## config.mk

```make
export PLATFORM = sky130hd
export DESIGN_NAME = mux_21_arbiter
export DESIGN_NICKNAME = d
export VERILOG_FILES = /design/src/rtl/mux_21_arbiter.sv
export SDC_FILE = /design/constraint.sdc
export NUM_CORES = 1
export LEC_CHECK = 0
export ABC_AREA = 1
export BUFFER_PORTS_ARGS = -buffer_cell sky130_fd_sc_hd__buf_2
export CAP_MARGIN = 20
export CORE_AREA = 4 4 41 43
export CTS_CLUSTER_SIZE = 25
export DETAILED_ROUTE_END_ITERATION = 10
export DIE_AREA = 0 0 45 47
export GPL_TIMING_DRIVEN = 0
export PLACE_DENSITY_LB_ADDON = 0.12
export SYNTH_ARGS = -nofsm -noshare
export SYNTH_HDL_FRONTEND = slang
export SYNTH_SLANG_ARGS = --single-unit
```

## constraint.sdc

```tcl
create_clock -name CLK -period 3.9 [get_ports CLK]
set_input_delay 0.39 -clock CLK [delete_from_list [all_inputs] [get_ports CLK]]
set_output_delay 0.39 -clock CLK [all_outputs]
set_load 0.005 [all_outputs]
```

## src/rtl/mux_21_arbiter.sv

```systemverilog
// Two-requester round-robin arbiter driving the shared 2:1 mux select and registered data.
// Optional hold-limit timeout enabled by defining MUX21_ARB_TIMEOUT_EN.
module mux_21_arbiter #(
    parameter int W        = 1,
    parameter int MAX_HOLD = 4
) (
    input  logic           CLK,
    input  logic           RST,
    input  logic [1:0]     REQ,
    input  logic [2*W-1:0] A,
    output logic           S,
    output logic [1:0]     GNT,
    output logic [W-1:0]   Q,
    output logic           VALID
);

    typedef enum logic [1:0] {
        IDLE = 2'd0,
        G0   = 2'd1,
        G1   = 2'd2
    } state_t;

    state_t state, next_state;
    logic   last;
    logic   force_handover;

    generate
        if (MAX_HOLD < 1 || MAX_HOLD > 255) begin : g_bad_max_hold
            $error("mux_21_arbiter: MAX_HOLD must be in 1..255");
        end
    endgenerate

`ifdef MUX21_ARB_TIMEOUT_EN
    logic [7:0] hcnt;
    logic       hold_max;

    assign hold_max       = (hcnt == 8'(MAX_HOLD - 1));
    assign force_handover = hold_max && (REQ == 2'b11);

    // Counts consecutive cycles in the current grant; saturates when nobody else waits.
    always_ff @(posedge CLK) begin
        if (RST) begin
            hcnt <= '0;
        end else if (next_state != state) begin
            hcnt <= '0;
        end else if (state != IDLE && !hold_max) begin
            hcnt <= hcnt + 8'd1;
        end
    end
`else
    assign force_handover = 1'b0;
`endif

    // NOTE: every signal assigned in always_comb gets a default first so no latch is inferred.
    always_comb begin
        next_state = state;
        unique case (state)
            IDLE: begin
                unique case (REQ)
                    2'b01:   next_state = G0;
                    2'b10:   next_state = G1;
                    2'b11:   next_state = last ? G0 : G1;
                    default: next_state = IDLE;
                endcase
            end
            G0: begin
                if (!REQ[0])
                    next_state = REQ[1] ? G1 : IDLE;
                else if (force_handover)
                    next_state = G1;
            end
            G1: begin
                if (!REQ[1])
                    next_state = REQ[0] ? G0 : IDLE;
                else if (force_handover)
                    next_state = G0;
            end
            default: next_state = IDLE;
        endcase
    end

    // NOTE: sequential state uses non-blocking assignments so all registers update from pre-edge values.
    always_ff @(posedge CLK) begin
        if (RST) begin
            state <= IDLE;
            last  <= 1'b1;
            S     <= 1'b0;
            Q     <= '0;
            VALID <= 1'b0;
        end else begin
            state <= next_state;
            // Select and round-robin pointer follow the grant; both hold through IDLE.
            if (next_state == G0) begin
                last <= 1'b0;
                S    <= 1'b0;
            end else if (next_state == G1) begin
                last <= 1'b1;
                S    <= 1'b1;
            end
            unique case (state)
                G0: begin
                    Q     <= A[W-1:0];
                    VALID <= 1'b1;
                end
                G1: begin
                    Q     <= A[2*W-1:W];
                    VALID <= 1'b1;
                end
                default: begin
                    Q     <= '0;
                    VALID <= 1'b0;
                end
            endcase
        end
    end

    assign GNT = {state == G1, state == G0};

endmodule
```

==> results of run 1 <==
per-layer routing:
layer  global-route usage  routed length, um  up-vias  share of wire
met2               0.0932                277        6           0.42
met3               0.0153                 50        0          0.076
met1                0.105                328      136           0.50
met5                    0                  0        -              0
met4               0.0526                  0        0              0
li1                     -                  -      174              -
metrics by stage:
| stage | std cells | area (um^2) |
|---|---|---|
| after floorplan | 46 | 369 |
| after global placement | 71 | 438 |
| after detailed placement | 71 | 438 |
| after CTS | 74 | 460 |
| after global routing | 74 | 460 |
| final | 74 | 460 |
registers in the layout (all words and copies together) (netlist names):
name	cells
VALID	1
last	1
S	1
state	2
Q	1
worst max-delay path: stages (launching register included):
cell and delay [ns]:
dfxtp_1 0.41, inv_1 0.10, ha_1 0.25, nand3_1 0.11, nand3_2 0.08, nand2_2 0.08
inv_1 0.04, ha_1 0.28, a21oi_1 0.15, o21ai_1 0.07
power by group:
group	leakage, uW	switching, uW	internal (uW)	total (uW)
Combinational	0.000191	42.4	32.1	74.4
Sequential	0.0000493	7.71	74.0	81.7
Clock	0.0000138	20.1	34.7	54.8
Total	0.000254	70.2	141	211
final cells by class:
type / count / area [um^2]
multi-input combinational: 32 / 219
inverter: 8 / 30.0
clock buffer: 3 / 22.5
fill: 141 / 841
sequential: 6 / 120
timing repair buffer: 10 / 50.0
tap: 15 / 18.8
cells in the mapped netlist (all sizes together):
cell type	count	area, um^2
a21boi	1	7.51
a21oi	1	5.00
dfxtp	6	120
ha	7	87.6
inv	8	30.0
nand2	9	41.3
nand3	8	50.1
nor2	4	17.5
nor3	1	5.00
o21ai	1	5.00
path summary, 6_finish.rpt:
kind              startpoint       end  slack [ns]  cells past startpoint
setup / recovery    state[0]      last        2.22                      9
hold / removal           RST  state[0]        0.38                      2
setup reg to reg    state[0]      last        2.22                      9
hold reg to reg         last      last        0.48                      2
kinds of logic (layout without fill, tap and decap cells):
group	count (synthesis)	count (layout)	synth area share
and+or+nand+nor	22	22	0.308
buffers and inverters	8	21	0.0814
adders and majority gates	7	7	0.237
DFF	6	6	0.325
AOI/OAI and AO/OA	3	3	0.0474
==> metrics.txt, run 1 <==
Cells after Synth between 40 and 50; CTS buffer count 3; diode count 0; Final period util 0.432; row cnt 13; DRT Pass-1 Iters 2; dpl ws roughly 2.2 ns; # setup viols final 0; CP max FO 5; max frequency just under 600 MHz; status finished, final reports clean; post-synth cell types 14; Die Footprint 2120 um^2; clock tree buffer depth 2; Worst-Skew Late Latency ~0.24 ns; critical setup path kind reg2reg; Pwr Density ~460 nW/um^2; routed len/inst between 8 and 9 um; Port Buffers 10; first-pass GRT wire length about 1100 um; worst vdd ir 0.000165 V; Starting DRT DRC Count 2; post-cts sizing count 0; Mapped Avg Cell Area 8.02 um^2; commonest cells after routing, fill and taps aside 10 x buf_2, 7 x ha_1; Initial Util 0.284; via count around 320; RSZ-0062 raised after global routing false; share of cells above drive strength 1 0.356; CP Launch Type flip-flop; largest net degree at the start of global routing 6; total setup buffers inserted after CTS 0; vias in the first global route between 200 and 300; CTS tree done; initial antenna violation count 0; RD Place Congestion 0.790; # IOs 11; Reg clk slew, reported paths ~0.05 ns; Fin. Hold Viols 0; Root Buffer clkbuf_4; DR DRC count 0; nets@finish 74; max-capacitance violation count 0; total gr overflow 0; Core Area about 1300 um^2; crit end category flip-flop; hold_ws approximately 0.38 ns; Leakage approximately 0.00025 uW; Seq cells post-synth 6; mapped cell area 369 um^2; hold_buf cts 0; Tmin final roughly 1.7 ns; Die Ht approximately 47 um; type of the tightest min-delay check in2reg; Total Power approximately 210 uW; Tot GR Track Use 0.0728; max-slew violations 0; Least-Margin Pin Slew roughly 0.19 ns; PnR worst setup slack ~2.2 ns; crit path DAT 1.81 ns; Finished Core Util 0.354; Seq/Total Area, Yosys 0.325; drt total wl ~660 um; Sink Count 6; commonest non-fill, non-tap cell in the layout buf_2; Ys Warns 0; H-Tree Depth 1; Post-DP HPWL 562 um; setup TNS 0 ns; Die X-Extent between 40 and 50 um; Setup Skew between 0.004 and 0.005 ns; DR vias/cell 4.27; Synth Net Count between 50 and 60; ANT nets after route 0; relative slew slack 0.874; area grow syn2layout 24.7%; Req. time, crit path 4.03 ns
Power figures use the tool's default switching activity.
==> inputs of run 2 (changes only) <==
Clock period 3.9 ns to 1.75 ns, I/O delays scaled along.
==> run 2 against run 1 <==
- total power up 120%
- via count did not move
- global-route usage did not move
- sequential power rose by 130%
- utilization rose by 0.19 points
- clock skew unchanged
- critical endpoint unchanged
==> metrics.txt, run 2 (synthesis gave the netlist of run 1 again) <==
Layout fillers 140; ANT nets after route 0; total gr overflow 0; max reg flops 2; # setup viols final 0; Reg clk slew, reported paths 0.05 ns; Port Buffers 10; Tmin final 1.61 ns; largest net degree at the start of global routing 6; Sink Count 6; DR vias/cell 4.27; Finished Core Util 0.356; relative slew slack 0.904; Fin. Hold Viols 0; Req. time, crit path 1.88 ns; Top reg by flops state; vias in the first global route 270; Starting DRT DRC Count 2; Least-Margin Pin Slew 0.143 ns; Root Buffer clkbuf_4; status finished, final reports clean; via count about 320; commonest cells after routing, fill and taps aside 10 x buf_2, 7 x ha_1, 6 x inv_1, 6 x nand2_1, 6 x nand3_1; Final period util 0.921; nets@finish 74; worst vdd ir between 0.0003 and 0.0004 V; CTS buffer count 3; Core Area ~1300 um^2; row cnt 13; dpl ws between 0.06 and 0.07 ns; DR DRC count 0; Post-DP HPWL approximately 560 um; max-capacitance violation count 0; crit end category flip-flop; first-pass GRT wire length 1110 um; CTS tree done; PnR worst setup slack between 0.1 and 0.15 ns; Die Footprint 2120 um^2; Setup Skew 0.00443 ns; type of the tightest min-delay check in2reg; hold_ws 0.161 ns; H-Tree Depth 1; Die X-Extent 45 um; setup TNS 0 ns; commonest non-fill, non-tap cell in the layout buf_2; Tot GR Track Use 0.0728; max frequency about 620 MHz; routed len/inst approximately 8.9 um; multi-input logic area 219 um^2; register area 123 um^2; diode count 0; drt total wl 656 um; initial antenna violation count 0; CP Launch Type flip-flop; Initial Util 0.284; clock tree buffer depth 2; Worst-Skew Late Latency 0.24 ns; total setup buffers inserted after CTS 0; # IOs 11; critical setup path kind reg2reg; max-slew violations 0; area grow syn2layout 25.4%; Leakage between 0.0002 and 0.0003 uW; RSZ-0062 raised after global routing false; Die Ht approximately 47 um; crit path DAT 1.74 ns; hold_buf cts 0; CP max FO 5; RD Place Congestion roughly 0.79; share of cells above drive strength 1 0.390; Pwr Density approximately 1000 nW/um^2; DRT Pass-1 Iters 2
-- run 2: cell types whose count changed in the layout (fill, tap and decap cells not counted) --
cell,before,now
dfxtp_2,0,2
dfxtp_1,6,4
-- run 2: routing by layer --
| layer | wire [um] | track usage | part of all wire | up-vias |
|---|---|---|---|---|
| met1 | 328 | 0.105 | 0.50 | 136 |
| met2 | 277 | 0.0932 | 0.42 | 6 |
| met5 | 0 | 0 | 0 | - |
| met4 | 0 | 0.0526 | 0 | 0 |
| met3 | 50 | 0.0153 | 0.076 | 0 |
| li1 | - | - | - | 174 |
-- run 2: where the power goes --
part	switching (uW)	internal (uW)	total, uW
Sequential	17.2	167	184
Clock	44.8	77.2	122
Combinational	94.5	71.5	166
Total	156	315	472
-- run 2: metrics by stage --
| stage | cell area (um^2) | power (uW) | cells |
|---|---|---|---|
| final | 463 | 472 | 74 |
| after global routing | 463 | 522 | 74 |
| after CTS | 460 | 483 | 74 |
| after detailed placement | 438 | 352 | 71 |
| after global placement | 438 | 356 | 71 |
| after floorplan | 369 | 302 | 46 |
-- run 2: critical path, stage by stage (launching register included) --
cell	delay, ns
dfxtp_2	0.36
inv_1	0.08
ha_1	0.24
nand3_1	0.11
nand3_2	0.08
nand2_2	0.08
inv_1	0.04
ha_1	0.28
a21oi_1	0.15
o21ai_1	0.07
-- run 2: area by class of cell --
type	count	area share
tap	15	0.0405
timing repair buffer	10	0.108
clock buffer	3	0.0486
inverter	8	0.0649
multi-input combinational	32	0.473
sequential	6	0.265
-- run 2: path summary, 6_finish.rpt --
check / start / endpoint / slack (ns) / cells past startpoint
setup / recovery: state[0] / last / 0.14 / 9
hold / removal: RST / state[0] / 0.16 / 2
setup reg to reg: state[0] / last / 0.14 / 9
hold reg to reg: last / last / 0.48 / 2
-- run 2: repair_timing --
item	in CTS	in global routing
gates resized for setup	0	2
setup endpoints to repair	0	1
hold endpoints to repair	0	0
